$ cat config.mk
export PLATFORM = sky130hd
export DESIGN_NAME = tag_alloc_ctrl
export DESIGN_NICKNAME = d
export VERILOG_FILES = /design/src/rtl/tag_alloc_ctrl.sv
export SDC_FILE = /design/constraint.sdc
export NUM_CORES = 1
export LEC_CHECK = 0
export BUFFER_PORTS_ARGS = -buffer_cell sky130_fd_sc_hd__buf_4
export CORE_ASPECT_RATIO = 0.7
export CORE_MARGIN = 5
export CORE_UTILIZATION = 30
export CTS_BUF_LIST = sky130_fd_sc_hd__clkbuf_16
export CTS_CLUSTER_DIAMETER = 50
export DETAILED_ROUTE_END_ITERATION = 10
export PLACE_DENSITY = 0.41
export SYNTH_ARGS = -nofsm -noshare
export SYNTH_HDL_FRONTEND = slang
export SYNTH_SLANG_ARGS = --single-unit
$ cat constraint.sdc
create_clock -name clk -period 12 [get_ports clk]
set_clock_uncertainty 0.1 [all_clocks]
set_input_delay 2.4 -clock clk [delete_from_list [all_inputs] [get_ports clk]]
set_output_delay 2.4 -clock clk [all_outputs]
set_load 0.01 [all_outputs]
$ cat src/rtl/tag_alloc_ctrl.sv
// Tag allocator: hands out free rows round-robin, stores an AXI ID per row,
// and frees rows on release with a registered error pulse on illegal release.
module tag_alloc_ctrl #(
  parameter  int ID_WIDTH        = 4,
  parameter  int MAX_OUTSTANDING = 16,
  localparam int TAG_WIDTH       = $clog2(MAX_OUTSTANDING)
) (
  input  logic                 clk,
  input  logic                 rst,
  input  logic                 req_valid,
  input  logic [ID_WIDTH-1:0]  req_id,
  output logic                 req_ready,
  output logic [TAG_WIDTH-1:0] grant_tag,
  input  logic                 rel_valid,
  input  logic [TAG_WIDTH-1:0] rel_tag,
  output logic [ID_WIDTH-1:0]  rel_id,
  output logic [TAG_WIDTH:0]   count,
  output logic                 full,
  output logic                 empty,
  output logic                 err
);

  localparam logic [TAG_WIDTH:0] MAX_CNT = (TAG_WIDTH+1)'(MAX_OUTSTANDING);
  localparam logic [TAG_WIDTH:0] ONE_CNT = (TAG_WIDTH+1)'(1);

  logic [MAX_OUTSTANDING-1:0] used_q, used_d;
  logic [ID_WIDTH-1:0]        id_q [MAX_OUTSTANDING];
  logic [ID_WIDTH-1:0]        id_d [MAX_OUTSTANDING];
  logic [TAG_WIDTH-1:0]       rr_ptr_q, rr_ptr_d;
  logic [TAG_WIDTH:0]         count_q, count_d;
  logic                       err_q, err_d;

  logic                       found;
  logic [TAG_WIDTH-1:0]       idx;
  logic                       alloc;
  logic                       rel_ok;

  assign count     = count_q;
  assign full      = (count_q == MAX_CNT);
  assign empty     = (count_q == '0);
  assign req_ready = !full;
  assign rel_id    = id_q[rel_tag];
  assign err       = err_q;

  // First free row at or after rr_ptr, wrapping; uses pre-edge state only.
  always_comb begin
    grant_tag = '0;
    found     = 1'b0;
    idx       = '0;
    for (int i = 0; i < MAX_OUTSTANDING; i++) begin
      idx = rr_ptr_q + TAG_WIDTH'(i);
      if (!found && !used_q[idx]) begin
        found     = 1'b1;
        grant_tag = idx;
      end
    end
  end

  assign alloc  = req_valid && req_ready;
  assign rel_ok = rel_valid && used_q[rel_tag];

  always_comb begin
    used_d   = used_q;
    id_d     = id_q;
    rr_ptr_d = rr_ptr_q;
    count_d  = count_q;
    err_d    = rel_valid && !used_q[rel_tag];
    if (alloc) begin
      used_d[grant_tag] = 1'b1;
      id_d[grant_tag]   = req_id;
      rr_ptr_d          = grant_tag + TAG_WIDTH'(1);
    end
    // A legal release never targets the granted row, which is free.
    if (rel_ok) begin
      used_d[rel_tag] = 1'b0;
    end
    unique case ({alloc, rel_ok})
      2'b10:   count_d = count_q + ONE_CNT;
      2'b01:   count_d = count_q - ONE_CNT;
      default: count_d = count_q;
    endcase
  end

  always_ff @(posedge clk or posedge rst) begin
    if (rst) begin
      used_q   <= '0;
      rr_ptr_q <= '0;
      count_q  <= '0;
      err_q    <= 1'b0;
      for (int i = 0; i < MAX_OUTSTANDING; i++) begin
        id_q[i] <= '0;
      end
    end else begin
      used_q   <= used_d;
      rr_ptr_q <= rr_ptr_d;
      count_q  <= count_d;
      err_q    <= err_d;
      for (int i = 0; i < MAX_OUTSTANDING; i++) begin
        id_q[i] <= id_d[i];
      end
    end
  end

endmodule
==> impl_metrics.tcl <==
set metrics [dict create \
    outcome "completed" \
    synth.cell_area_sq_mm 0.006945 \
    fmax_mhz 123.1 \
    drv_slew 0 \
    cpMostUsedCell "buf_4" \
    synth_mux_area_share_pct 35.96 \
    avgSynthCellArea_sq_um 12.25 \
    drc 0 \
    fin_crit_ns 8.124 \
    wl_per_cell_um 24.27 \
    synth_seq_area_share_pct 32.43 \
    clock_latency_ns 0.35 \
    synth_fp_nets 596 \
    synth_edf_count 0 \
    antenna_found_initial 1 \
    num-fill-cells 2245 \
    synth.distinct_cells 73 \
    synth_flop_cell "dfrtp_1" \
    finalSetupViolCount 0 \
    rsz0062_at_grt "false" \
    fp-row-count 46 \
    synth.largest_area_cell "dfrtp_1" \
    track_usage_pct 16.98 \
    grt_overflow 0 \
    synth_area_leaders "dfrtp_1, mux4_2, mux2_1, mux2i_1, nor3_4" \
    via_per_inst 5.721 \
    cts.hold.buffers_added 0 \
    synth_xor_area_share_pct 2.702 \
    antenna_cells 0 \
    h-tree-depth 3 \
    clkTransAtPathRegs_ns 0.07 \
    syn_inst 567 \
    place_congestion 0.9409 \
    cts_sinks 90 \
    synth.most_common_cell "dfrtp_1" \
    cp.required_ns 9.50 \
    die_w_um 191.9 \
    start_kind "register" \
    io_pins 29 \
    routed_wl_um 21750 \
    grt_max_degree 58 \
    critPathArrivalTime_ns 5.62 \
    postCtsSetupBuffers 0 \
    holdPathStages 1 \
    worst_pin_slew_ns 1.178 \
    min_path_type "reg2reg" \
    dr.pass1.iters 5 \
    num_vias 5126 \
    grt_first_pass_wirelength_um 33190 \
    ys_ff_latch 90 \
    drive_gt1_share_pct 26.54 \
    r2r_cells 15 \
    die_h_um 137.3 \
    ctsResizeCount 0 \
    synth_top_area_share_pct 32.43 \
    synth_compound_gate_area_share_pct 10.52 \
    synthSimpleGateAreaFrac_pct 11.62 \
    slowest_delay_ns 0.69 \
    critPathSlowestCell "or4b_4" \
    grt_pass1_vias 4983 \
    cts_buffer_depth 2 \
    area_growth_pct 11.46 \
    hold_viol_final 0 \
    finalCritPeriodShare_pct 67.70 \
    drt.antenna.violating_nets 0 \
    yosysWarningCount 0 \
    cts-root-buf "clkbuf_16" \
    crit_path_max_fanout 26 \
    cts_made_buffers 9 \
    maxSlewHeadroom_pct 21.45 \
    hpwlAfterDp_um 15950 \
    crit_chain "buf_4, inv_1, ha_1, buf_4, mux4_2, mux2i_1, mux2i_1, o2111ai_2, or4b_4, a211oi_1, nor4_4, buf_4, inv_4, buf_4" \
    port-buffer-count 28 \
    cp-end-kind "primary output" \
    final.setup.tns_ns 0 \
    drt-initial-drc-count 553 \
    drv_cap 0 \
    synthAdderAreaFrac_pct 3.171 \
    nets 608 \
    criticalPathCategory "reg2out" \
    async_flop_share_pct 100.0 \
    start_util_pct 30.55 \
    synth_common_cells "dfrtp_1, mux2_1, mux4_2" \
    cts_tree "done" \
    core_area_sq_mm 0.02273 \
    synth_top_family_by_area "multiplexers" \
    dieArea_sq_mm 0.02634 \
]
[routing by layer]
layer / share of wire, % / wire length [um] / vias up / GRT usage (%)
met1: 52 / 11380 / 2676 / 28.31
met3: 8.0 / 1743 / 14 / 4.534
met2: 39 / 8445 / 205 / 21.63
met5: 0 / 0 / - / 0
li1: - / - / 2231 / -
met4: 0.81 / 177 / 0 / 2.313
[critical path, delay by kind of cell, from the launching register on]
family | cells | cell delay (ns)
AOI/OAI and AO/OA | 2 | 1.04
DFF | 1 | 0.32
buffers and inverters | 6 | 1.62
adders and majority gates | 1 | 0.45
muxes | 3 | 1.02
and+or+nand+nor | 2 | 0.80
[registers in the layout, indices dropped and copies added, names as in the netlist]
signal and flops:
id_q 64, used_q 16, count 5, rr_ptr_q 4
err 1
[per-stage QoR]
step | instance area, sq um | hold slack (ns) | util, % | instances | setup WS, ns
2_1_floorplan | 6945 | 0.3524 | - | 567 | 5.049
4_1_cts | 7741 | 0.3853 | 34.05 | 896 | 3.963
6_report | 7741 | 0.3824 | 34.05 | 896 | 3.876
3_3_place_gp | 7417 | 0.3621 | 32.63 | 880 | 4.510
3_5_place_dp | 7417 | 0.3708 | 32.63 | 880 | 4.347
5_1_grt | 7741 | 0.3987 | 34.05 | 896 | 3.624
[final cells by class]
type	count	area (sq um)	area share (%)
clock inverter	7	98.84	1.277
multi-input combinational	426	4443	57.39
inverter	18	76.32	0.9859
sequential	90	2252	29.09
tap	312	390.4	5.043
timing repair buffer	34	255.2	3.297
clock buffer	9	225.2	2.909
[path summary, 6_finish.rpt]
kind / endpoint / slack, ns / from
setup / recovery: grant_tag[3] / 3.88 / rr_ptr_q[1]$_DFFE_PP0P_
hold / removal: id_q[55]$_DFFE_PP0P_ / 0.38 / id_q[55]$_DFFE_PP0P_
setup reg to reg: id_q[58]$_DFFE_PP0P_ / 5.83 / rr_ptr_q[1]$_DFFE_PP0P_
hold reg to reg: id_q[55]$_DFFE_PP0P_ / 0.38 / id_q[55]$_DFFE_PP0P_
max in group asynchronous: err$_DFF_PP0_ / 8.64 / rst
min in group asynchronous: id_q[23]$_DFFE_PP0P_ / 2.00 / rst
[placed cells by master, fill, tap and decap left out, types with 12 or more instances in the layout]
cell type	count
mux2i_1	38
mux2_1	65
nor2_1	14
ha_1	16
o21ai_0	16
nand2_1	35
mux4_2	51
buf_4	34
a21oi_1	13
mux2_2	17
inv_1	12
nor3_4	16
dfrtp_1	90
o22a_1	12
[cell families after synthesis]
kind of cell	count (synthesis)
and+or+nand+nor	119
DFF	90
muxes	173
buffers and inverters	51
adders and majority gates	17
xor gates and xnor gates	18
AOI/OAI and AO/OA	99
Power is not shown: default switching activity piles up to over one toggle a cycle in this logic, so the estimate is an artifact.
